--- src/rtl/kb_pkg.sv ---
// Shared scan-code, ASCII and FSM definitions for the keyboard ASCII stream.
package kb_pkg;

  // PS/2 set-2 prefix and special make codes
  localparam logic [7:0] SC_E0     = 8'hE0;
  localparam logic [7:0] SC_F0     = 8'hF0;
  localparam logic [7:0] SC_LSHIFT = 8'h12;
  localparam logic [7:0] SC_RSHIFT = 8'h59;
  localparam logic [7:0] SC_CAPS   = 8'h58;
  localparam logic [7:0] SC_ENTER  = 8'h5A;
  localparam logic [7:0] SC_BKSP   = 8'h66;
  localparam logic [7:0] SC_SPACE  = 8'h29;

  // ASCII values
  localparam logic [6:0] ASCII_NUL      = 7'h00;
  localparam logic [6:0] ASCII_BS       = 7'h08;
  localparam logic [6:0] ASCII_CR       = 7'h0D;
  localparam logic [6:0] ASCII_SPACE    = 7'h20;
  localparam logic [6:0] ASCII_CASE_BIT = 7'h20;

  // Prefix tracking states
  typedef enum logic [1:0] {
    IDLE    = 2'd0,
    EXT     = 2'd1,
    BRK     = 2'd2,
    EXT_BRK = 2'd3
  } kb_state_e;

  // Translate a make code to ASCII; returns ASCII_NUL when the code has no mapping.
  function automatic logic [6:0] scan_to_ascii(input logic [7:0] code,
                                               input logic       shift,
                                               input logic       caps);
    logic [6:0] lc;
    logic [6:0] c;
    lc = ASCII_NUL;
    c  = ASCII_NUL;
    case (code)
      8'h1C: lc = 7'h61; 8'h32: lc = 7'h62; 8'h21: lc = 7'h63; 8'h23: lc = 7'h64;
      8'h24: lc = 7'h65; 8'h2B: lc = 7'h66; 8'h34: lc = 7'h67; 8'h33: lc = 7'h68;
      8'h43: lc = 7'h69; 8'h3B: lc = 7'h6A; 8'h42: lc = 7'h6B; 8'h4B: lc = 7'h6C;
      8'h3A: lc = 7'h6D; 8'h31: lc = 7'h6E; 8'h44: lc = 7'h6F; 8'h4D: lc = 7'h70;
      8'h15: lc = 7'h71; 8'h2D: lc = 7'h72; 8'h1B: lc = 7'h73; 8'h2C: lc = 7'h74;
      8'h3C: lc = 7'h75; 8'h2A: lc = 7'h76; 8'h1D: lc = 7'h77; 8'h22: lc = 7'h78;
      8'h35: lc = 7'h79; 8'h1A: lc = 7'h7A;
      default: lc = ASCII_NUL;
    endcase
    if (lc != ASCII_NUL) begin
      c = (shift ^ caps) ? (lc - ASCII_CASE_BIT) : lc;
    end else begin
      case (code)
        8'h45:    c = shift ? 7'h29 : 7'h30;
        8'h16:    c = shift ? 7'h21 : 7'h31;
        8'h1E:    c = shift ? 7'h40 : 7'h32;
        8'h26:    c = shift ? 7'h23 : 7'h33;
        8'h25:    c = shift ? 7'h24 : 7'h34;
        8'h2E:    c = shift ? 7'h25 : 7'h35;
        8'h36:    c = shift ? 7'h5E : 7'h36;
        8'h3D:    c = shift ? 7'h26 : 7'h37;
        8'h3E:    c = shift ? 7'h2A : 7'h38;
        8'h46:    c = shift ? 7'h28 : 7'h39;
        SC_SPACE: c = ASCII_SPACE;
        SC_ENTER: c = ASCII_CR;
        SC_BKSP:  c = ASCII_BS;
        default:  c = ASCII_NUL;
      endcase
    end
    return c;
  endfunction

endpackage

--- src/rtl/kb_char_fifo.sv ---
// Generic first-word fall-through FIFO with full/empty/level status.
// A push into a full FIFO is accepted only when a pop happens on the same edge.
module kb_char_fifo #(
  parameter int WIDTH = 7,
  parameter int DEPTH = 8
) (
  input  logic                     clk,
  input  logic                     rst_n,
  input  logic                     push,
  input  logic [WIDTH-1:0]         wdata,
  input  logic                     pop,
  output logic [WIDTH-1:0]         rdata,
  output logic                     full,
  output logic                     empty,
  output logic [$clog2(DEPTH):0]   level
);

  localparam int AW = $clog2(DEPTH);
  localparam int LW = AW + 1;

  logic [WIDTH-1:0] mem_q [DEPTH];
  logic [AW-1:0]    wr_ptr_q, wr_ptr_d;
  logic [AW-1:0]    rd_ptr_q, rd_ptr_d;
  logic [LW-1:0]    level_q, level_d;
  logic             do_push;
  logic             do_pop;

  assign empty = (level_q == '0);
  assign full  = (level_q == LW'(DEPTH));
  assign level = level_q;
  assign rdata = mem_q[rd_ptr_q];

  // Qualify requests and advance pointers/occupancy
  always_comb begin
    do_pop   = pop && !empty;
    do_push  = push && (!full || do_pop);
    wr_ptr_d = wr_ptr_q;
    rd_ptr_d = rd_ptr_q;
    level_d  = level_q;
    if (do_push) wr_ptr_d = wr_ptr_q + AW'(1);
    if (do_pop)  rd_ptr_d = rd_ptr_q + AW'(1);
    if (do_push && !do_pop)      level_d = level_q + LW'(1);
    else if (do_pop && !do_push) level_d = level_q - LW'(1);
  end

  // Pointer and occupancy registers
  always_ff @(posedge clk or negedge rst_n) begin
    if (!rst_n) begin
      wr_ptr_q <= '0;
      rd_ptr_q <= '0;
      level_q  <= '0;
    end else begin
      wr_ptr_q <= wr_ptr_d;
      rd_ptr_q <= rd_ptr_d;
      level_q  <= level_d;
    end
  end

  // Storage array; contents are don't-care until written
  always_ff @(posedge clk) begin
    if (do_push) mem_q[wr_ptr_q] <= wdata;
  end

endmodule

--- src/rtl/kb_ascii_stream.sv ---
// PS/2 set-2 scan-code decoder producing a buffered ASCII character stream
// with shift/caps-lock tracking and a valid/ready output handshake.
module kb_ascii_stream
  import kb_pkg::*;
#(
  parameter int         FIFO_DEPTH   = 8,
  parameter bit         ENABLE_CAPS  = 1'b1,
  parameter logic [6:0] DEFAULT_CHAR = 7'h00
) (
  input  logic                          clk,
  input  logic                          resetn,
  input  logic [7:0]                    scan_code,
  input  logic                          scan_ready,
  output logic [6:0]                    char_out,
  output logic                          char_valid,
  input  logic                          char_ready,
  output logic                          shift_active,
  output logic                          caps_active,
  output logic                          overflow,
  input  logic                          clear_overflow,
  output logic [$clog2(FIFO_DEPTH):0]   fill_level
);

  kb_state_e  state_q, state_d;
  logic       lshift_q, lshift_d;
  logic       rshift_q, rshift_d;
  logic       caps_q, caps_d;
  logic       overflow_q, overflow_d;
  logic       produce;
  logic [6:0] char_val;
  logic [6:0] fifo_rdata;
  logic       fifo_full;
  logic       fifo_empty;
  logic       pop_fire;

  assign char_valid   = !fifo_empty;
  assign char_out     = fifo_empty ? ASCII_NUL : fifo_rdata;
  assign pop_fire     = char_valid && char_ready;
  assign shift_active = lshift_q | rshift_q;
  assign caps_active  = caps_q;
  assign overflow     = overflow_q;

  // Prefix tracking, modifier updates and character generation for one byte;
  // characters use the modifier state held before this byte.
  always_comb begin
    state_d  = state_q;
    lshift_d = lshift_q;
    rshift_d = rshift_q;
    caps_d   = caps_q;
    produce  = 1'b0;
    char_val = ASCII_NUL;
    if (scan_ready) begin
      case (state_q)
        IDLE: begin
          if (scan_code == SC_E0) begin
            state_d = EXT;
          end else if (scan_code == SC_F0) begin
            state_d = BRK;
          end else if (scan_code == SC_LSHIFT) begin
            lshift_d = 1'b1;
          end else if (scan_code == SC_RSHIFT) begin
            rshift_d = 1'b1;
          end else if (scan_code == SC_CAPS) begin
            if (ENABLE_CAPS) caps_d = ~caps_q;
          end else begin
            char_val = scan_to_ascii(scan_code, lshift_q | rshift_q, caps_q);
            if (char_val == ASCII_NUL) char_val = DEFAULT_CHAR;
            produce = (char_val != ASCII_NUL);
          end
        end
        EXT: begin
          state_d = (scan_code == SC_F0) ? EXT_BRK : IDLE;
        end
        BRK: begin
          if (scan_code == SC_LSHIFT) lshift_d = 1'b0;
          if (scan_code == SC_RSHIFT) rshift_d = 1'b0;
          state_d = IDLE;
        end
        default: begin
          state_d = IDLE;
        end
      endcase
    end
  end

  // Sticky overflow when a produced character finds no room; clear has priority
  always_comb begin
    overflow_d = overflow_q;
    if (clear_overflow)                         overflow_d = 1'b0;
    else if (produce && fifo_full && !pop_fire) overflow_d = 1'b1;
  end

  // Decoder state registers
  always_ff @(posedge clk or negedge resetn) begin
    if (!resetn) begin
      state_q    <= IDLE;
      lshift_q   <= 1'b0;
      rshift_q   <= 1'b0;
      caps_q     <= 1'b0;
      overflow_q <= 1'b0;
    end else begin
      state_q    <= state_d;
      lshift_q   <= lshift_d;
      rshift_q   <= rshift_d;
      caps_q     <= caps_d;
      overflow_q <= overflow_d;
    end
  end

  kb_char_fifo #(
    .WIDTH (7),
    .DEPTH (FIFO_DEPTH)
  ) u_fifo (
    .clk   (clk),
    .rst_n (resetn),
    .push  (produce),
    .wdata (char_val),
    .pop   (char_ready),
    .rdata (fifo_rdata),
    .full  (fifo_full),
    .empty (fifo_empty),
    .level (fill_level)
  );

endmodule

--- config.mk ---
export PLATFORM = sky130hd
export DESIGN_NAME = kb_ascii_stream
export DESIGN_NICKNAME = d
export VERILOG_FILES = /design/src/rtl/kb_pkg.sv /design/src/rtl/kb_char_fifo.sv /design/src/rtl/kb_ascii_stream.sv
export SDC_FILE = /design/constraint.sdc
export NUM_CORES = 1
export LEC_CHECK = 0
export BUFFER_PORTS_ARGS = -buffer_cell sky130_fd_sc_hd__buf_2
export CAP_MARGIN = 0
export CELL_PAD_IN_SITES_DETAIL_PLACEMENT = 1
export CELL_PAD_IN_SITES_GLOBAL_PLACEMENT = 1
export CORE_ASPECT_RATIO = 1.4
export CORE_UTILIZATION = 54
export CTS_CLUSTER_DIAMETER = 30
export CTS_CLUSTER_SIZE = 30
export DETAILED_ROUTE_END_ITERATION = 10
export PLACE_DENSITY = 0.86
export RECOVER_POWER = 100
export SLEW_MARGIN = 40
export SYNTH_ARGS = -nofsm -noshare
export SYNTH_HDL_FRONTEND = slang
export SYNTH_SLANG_ARGS = --single-unit
--- constraint.sdc ---
create_clock -name clk -period 9 [get_ports clk]
set_input_delay 1.8 -clock clk [delete_from_list [all_inputs] [get_ports clk]]
set_output_delay 1.8 -clock clk [all_outputs]
set_load 0.1 [all_outputs]
Word level (Yosys, flattened, before mapping). Memories as Yosys holds them, arrays and structs flattened. Index checks and enable logic that the tools add are counted.

$add $sub $neg: 5. Eq/ne operators: 29. Multiplexer cells: 72. Bitwise logic cells: 7. Reductions and logical operators: 23.

Operator list (number): 7-bit two-way mux (35); 7-bit one-hot mux with 13 select lines (1); 8-bit by 6-bit equality test with 1-bit output, second input constant (7); 8-bit by 7-bit equality test with 1-bit output, second input constant (6); 5-bit two-way mux (8); 8-bit by 5-bit equality test with 1-bit output, second input constant (3); 1-bit two-way mux (20); 8-bit equality test, second input constant (2); 2-bit inequality test, second input constant (7); 7-bit AND reduction (2); 7-bit nonzero test (2); 4-bit two-way mux (2); 7-bit zero test (1); 7-bit by 6-bit subtractor with 7-bit output, second input constant (1); 3-bit by 1-bit adder with 3-bit output, second input constant (2); 1-bit logical AND (6); 2-bit two-way mux (3); 6-bit AND reduction (1); 2-bit nonzero test (3); 1-bit NOT (5); 4-bit by 1-bit adder with 4-bit output, second input constant (1); 4-bit equality test, second input constant (1); 1-bit zero test (4); 4-bit zero test (1); other kinds (11) (12).

Register bits after elaboration: 16. Memory bits (writable): 56. Bits in read-only memories: 896. Input bits: 13. Output and inout port bits: 15. Word-level logic and storage cells: 146. Memories kept: 2.

Memory list: (no name shown) (depth 128, width 7, rd ports 1, clocked after memory_dff 0, wr ports 0, line kb_pkg.sv:37) `case (code)`; u_fifo.mem_q (depth 8, width 7, rd ports 1, clocked after memory_dff 0, wr ports 1, line kb_char_fifo.sv:21) `logic [WIDTH-1:0] mem_q [DEPTH];`.

Logic depth before layout (Yosys ltp). An unclocked memory read counts as a cell.

Word-level depth: 41. Gate-level depth with buffers: 21. Mapped depth without buffers: 18.

By module. Synthesis repeated with hierarchy kept, for this count alone.

Cells, all modules: 385. Area total of the unflattened synthesis: 4490.6 sq um.

By module, submodules not included: kb_char_fifo (times used 1, cells each 144, area each 2766.4 sq um, seq. area each 1931.9 sq um); kb_ascii_stream (times used 1, cells each 241, area each 1724.2 sq um, seq. area each 150.1 sq um).

Worst setup path after synthesis. No wires, ideal clock.

Kind: input to register. From: in scan_code[1]. To: reg u_fifo.level_q[3], in the netlist u_fifo.level[3]. Library setup time: 163 ps. Arrival time: 5369 ps. Required time: 8837 ps. Path slack: 3468 ps. Cell stages on the path: 21. Buffers on the path: 3. Cell sequence: clkbuf_1 inv_1 ha_1 clkbuf_1 mux2i_1 mux2i_1 a22o_1 a41oi_2 ha_1 or3b_1 a21oi_2 nor3b_2 buf_4 ha_1 inv_1 ha_1 a21o_1 a21oi_1 xnor2_1 nor2_1 xor2_1.

Word-level cells in the longest chain between the ends: 40. Elaborated cells on any way between the ends: 62. Those cells by class: add/sub: 1; eq/ne: 18; mux: 34; reduce/logical: 8; memory: 1.

Ends and longest elaborated chain: from (decl) (line kb_ascii_stream.sv:12) `input logic [7:0] scan_code,`; memory 128 x 7 bit; 7-bit two-way mux (line kb_pkg.sv:37); 7-bit two-way mux (line kb_ascii_stream.sv:63) `end else if (scan_code == SC_CAPS) begin`; 7-bit two-way mux (line kb_ascii_stream.sv:61) `end else if (scan_code == SC_RSHIFT) begin`; 7-bit two-way mux (line kb_ascii_stream.sv:59) `end else if (scan_code == SC_LSHIFT) begin`; 7-bit two-way mux (line kb_ascii_stream.sv:57) `end else if (scan_code == SC_F0) begin`; 7-bit two-way mux (line kb_ascii_stream.sv:55) `if (scan_code == SC_E0) begin`; 7-bit two-way mux (line kb_ascii_stream.sv:53) `case (state_q)`; (+25 left out); 1-bit two-way mux * (line kb_ascii_stream.sv:55); 1-bit two-way mux * (line kb_ascii_stream.sv:53); 1-bit two-way mux * (line kb_ascii_stream.sv:52) `if (scan_ready) begin`; 1-bit logical AND * (line kb_char_fifo.sv:36) `do_push = push && (!full || do_pop);`; named net u_fifo.do_push (line kb_char_fifo.sv:25) `logic do_push;`; 1-bit zero test (line kb_char_fifo.sv:43) `else if (do_pop && !do_push) level_d = level_q - LW'(1);`; 1-bit logical AND (line kb_char_fifo.sv:43); 2-bit nonzero test (no source line); to (signal assigned) (line kb_char_fifo.sv:55) `level_q <= level_d;`; to (decl) (line kb_char_fifo.sv:24) `logic [LW-1:0] level_q, level_d;`.

The timed path passes the listed nets; every way through them passes the cells marked *. The select of a mux whose other input is x is not followed. A chain may end at the register's enable or synchronous reset.

Final worst setup path.
From: in scan_code[1]. To: mem u_fifo.mem_q[2][5] (enable).

Word-level cells in the longest chain between the ends: 39. Elaborated cells on any way between the ends: 59. Those cells by class: add/sub: 1; eq/ne: 18; mux: 35; reduce/logical: 4; memory: 1.

Ends and longest elaborated chain: memory 128 x 7 bit; 7-bit two-way mux (line kb_pkg.sv:37); 7-bit two-way mux (line kb_ascii_stream.sv:63); 7-bit two-way mux (line kb_ascii_stream.sv:61); 7-bit two-way mux (line kb_ascii_stream.sv:59); 7-bit two-way mux (line kb_ascii_stream.sv:57); 7-bit two-way mux (line kb_ascii_stream.sv:55); 7-bit two-way mux (line kb_ascii_stream.sv:53); (+23 left out); 1-bit two-way mux (line kb_ascii_stream.sv:59); 1-bit two-way mux (line kb_ascii_stream.sv:57); 1-bit two-way mux * (line kb_ascii_stream.sv:55); 1-bit two-way mux * (line kb_ascii_stream.sv:53); 1-bit two-way mux * (line kb_ascii_stream.sv:52); 1-bit logical AND * (line kb_char_fifo.sv:36); 1-bit two-way mux * (line kb_char_fifo.sv:61) `if (do_push) mem_q[wr_ptr_q] <= wdata;`; 1-bit two-way mux (not written as such) * (line kb_char_fifo.sv:61); to (decl) (line kb_char_fifo.sv:21).

Every way passes the cells marked *; elsewhere a longest branch is shown, timed or not. The select of a mux whose other input is x is not followed.

==> run_results.csv <==
group,metric,value,unit
worst_setup_path,critPathLaunch,"scan_code[1]",
clock_tree,cts_tree,"yes",
sta,max_freq,142.5,MHz
hold_path,hold_path.class,"flip-flop to flip-flop",
logic_synthesis,synth_edf_count,56,
power,max-vdd-ir-drop,221.4,uV
logic_synthesis,yosysSeqAreaShare,48.41,%
worst_setup_path,worstSetupPathType,"primary input to flip-flop",
power,cellPowerDensity,297.9,nW/um2
detailed_routing,dr.pass1.iters,4,
floorplan,ioPinCount,28,
clock_tree,cts.clk_slew.worst_paths,0.07,ns
placement,gp_congestion,0.9348,
worst_setup_path,crit_path_start_kind,"primary input",
sta,fin_tns_setup,0,ns
worst_setup_path,r2r_end,"u_fifo.mem_q[2][5]$_DFFE_PP_",
finish,drive_gt1_share,13.49,%
logic_synthesis,synth_cell_type_count,72,
hold_path,hold-path-cell-count,1,
hold_path,hold_end,"lshift_q$_DFFE_PN0P_",
clock_tree,cts_resized,0,
worst_setup_path,r2r-start,"rshift_q$_DFFE_PN0P_",
sta,maxSlewViolCount,8,
clock_tree,root_buffer,"clkbuf_8",
detailed_routing,vias,3095,
clock_tree,cts-hold-fix-buffers,0,
sta,rsz0062_at_grt,"no",
floorplan,dieArea,8330,um2
logic_synthesis,ys_ff_latch,72,
sta,worstMarginPinSlew,2.027,ns
sta,period_minus_slack,7.017,ns
sta,finalClockSkew,0.007139,ns
global_routing,grt_pass1_vias,3322,
logic_synthesis,syn_nets,385,
worst_setup_path,path_max_fanout,15,
logic_synthesis,synthArstFlopShare,22.22,%
detailed_routing,via_per_inst,6.475,
detailed_routing,drt_iter0_markers,144,
worst_setup_path,ff2ff_setup_slack,4.08,ns
logic_synthesis,ys.flop_type,"edfxtp_1",
floorplan,start_util,55.49,%
clock_tree,clk_path_buf_depth,2,
finish,syn2layout_area_growth,6.896,%
logic_synthesis,ys_warn_count,0,
logic_synthesis,synthesis.area,4300,um2
global_routing,grtUsageTotal,29.65,%
clock_tree,insertion_delay,0.34,ns
detailed_routing,routedWlPerCell,23.80,um
clock_tree,cts_sinks,72,
hold_path,worstHoldStart,"state_q[1]$_DFFE_PN0P_",
outcome,violations,"capacitance limit, slew limit",
detailed_routing,ant_nets,0,
logic_synthesis,avgSynthCellArea,12.01,um2
sta,fin_ws,1.983,ns
sta,period_share,77.96,%
floorplan,core,7750,um2
placement,dp_hpwl,7.963,mm
clock_tree,htree_num_levels,3,
outcome,status,"complete, but fails checks",
global_routing,grt_pass1_wl,18.13,mm
floorplan,core.rowCount,38,
clock_tree,numCtsBuffers,9,
worst_setup_path,required,8.92,ns
worst_setup_path,reg2regPathDepth,9,
detailed_routing,wl,11.38,mm
global_routing,antenna_found_initial,0,
sta,hold_viol,0,
worst_setup_path,cp-end-kind,"flip-flop",
worst_setup_path,critPathArrivalTime,6.94,ns
global_routing,grt_max_degree,39,
floorplan,fp.dieW,77.42,um
sta,finalSetupViolCount,0,
global_routing,gr-total-overflow,0,
placement,port_buffers,27,
finish,nNetsFinal,400,
finish,diodes,0,
detailed_routing,drcViolationCount,0,
power,leakagePower,1.691,nW
placement,post-place-ws,2.963,ns
floorplan,die_y,107.6,um
job,cap_violations,1,
clock_tree,postCtsSetupRepairBufs,0,
sta,slew_headroom,-36.96,%
logic_synthesis,syn_inst,358,
==> worst max-delay path by stage <==
| stage | slack (ns) | endpoint | cells past startpoint |
|---|---|---|---|
| global placement | 3.18 | u_fifo.level[3]$_DFFE_PN0P_ | 19 |
| detailed placement | 2.96 | u_fifo.level[3]$_DFFE_PN0P_ | 19 |
| global route | 1.55 | u_fifo.mem_q[2][5]$_DFFE_PP_ | 12 |
| floorplan | 3.47 | u_fifo.level[3]$_DFFE_PN0P_ | 21 |
| finish | 1.98 | u_fifo.mem_q[2][5]$_DFFE_PP_ | 12 |
| CTS | 3.10 | u_fifo.level[3]$_DFFE_PN0P_ | 19 |
==> power breakdown <==
group	switching, mW	leakage, nW	internal, mW
Combinational	0.457	0.863	0.170
Sequential	0.0877	0.724	0.401
Clock	0.119	0.104	0.134
==> Yosys cell counts (4+ instances only) <==
library cell   n  area, um2
a21oi_1       18      90.09
a31oi_1        5      31.28
and2_1         4      25.02
and3_1         4      25.02
buf_2         10      50.05
clkbuf_1       9      33.78
dfrtp_1       16      400.4
edfxtp_1      56       1682
ha_1          13      162.7
inv_1         11      41.29
mux2_1         4      45.04
mux2_2         4      45.04
mux2i_1       15      150.1
mux4_2        14      315.3
nand2_1       16      60.06
nand2b_1      10      62.56
nand3_1        9      45.04
nand3b_1       7      52.55
nor2_1        22      82.58
nor2b_1        5      31.28
nor3_1         9      45.04
o21ai_0        8      40.04
xnor2_1       10      87.58
xor2_1         4      35.03
==> registers in the layout (all words and copies together) (netlist names) <==
| register | flops |
|---|---|
| caps_active | 1 |
| lshift_q | 1 |
| overflow | 1 |
| rshift_q | 1 |
| state_q | 2 |
| u_fifo.level | 4 |
| u_fifo.mem_q | 56 |
| u_fifo.rd_ptr_q | 3 |
| u_fifo.wr_ptr_q | 3 |
==> layer usage <==
layer	wire [um]	GRT usage, %	share of wire, %
met1	4239	31.09	37
met2	6454	57.02	57
met3	301	3.814	2.6
met4	379	14.96	3.3
met5	0	0	0
==> final cells by class <==
cell class / count / area, um2
Clock buffer: 10 / 137.6
Timing Repair Buffer: 28 / 121.4
Clock inverter: 6 / 57.56
Fill cell: 832 / 3153
Tap cell: 100 / 125.1
Sequential cell: 72 / 2082
Inverter: 13 / 48.80
Multi-Input combinational cell: 249 / 2024
==> metrics by stage <==
stage / utilization (%) / cells / power, mW / area (um2) / hold WS (ns)
floorplan: - / 358 / 1.002 / 4300 / 0.4720
CTS: 60.01 / 478 / 1.391 / 4651 / 0.5219
detailed placement: 57.49 / 462 / 1.134 / 4456 / 0.5103
finish: 59.32 / 478 / 1.370 / 4597 / 0.5222
global route: 59.32 / 478 / 1.419 / 4597 / 0.5466
global placement: 57.48 / 462 / 1.096 / 4454 / 0.4906
==> critical path, stage by stage <==
cell      delay [ns]
clkbuf_1        0.39
inv_1           0.19
ha_1            0.43
mux2i_1         0.23
mux2i_1         0.10
a22o_1          0.25
a41oi_1         0.41
ha_1            0.25
or3b_1          0.12
a21oi_1         0.10
nor3b_1         1.02
nor4bb_1        1.64
==> placed cells by master, fill, tap and decap left out, types with 3 or more instances in the layout <==
cell	Yosys	routed
ha_1	13	13
mux2_2	4	4
mux2i_1	15	15
xnor2_1	10	10
inv_1	11	11
edfxtp_1	56	56
xor2_1	4	4
nand3b_1	7	7
nor4bb_1	2	3
and2_1	4	3
and4b_1	3	3
and3_1	4	4
nor2_1	22	22
a31oi_1	5	5
nor3b_1	3	4
clkbuf_8	0	10
o21ai_0	8	8
nand2b_1	10	10
nor3_1	9	9
nand3_1	9	9
o22ai_1	3	3
a21oi_1	18	19
buf_2	10	10
a21o_1	3	3
nand2_1	16	16
mux2_1	4	4
clkinv_2	0	3
mux4_2	14	14
o21a_1	3	3
nand4_1	3	3
clkbuf_1	9	17
dfrtp_1	16	16
nor2b_1	5	5
==> logic make-up after synthesis <==
| group | synth area share (%) |
|---|---|
| AO/OA/AOI/OAI | 11.14 |
| XOR/XNOR | 2.851 |
| adder cells (fa/ha/maj) | 4.248 |
| buffers and inverters | 3.782 |
| flip-flops | 48.41 |
| multiplexers | 12.92 |
| AND/OR/NAND/NOR | 16.64 |
Power figures use the tool's default switching activity.
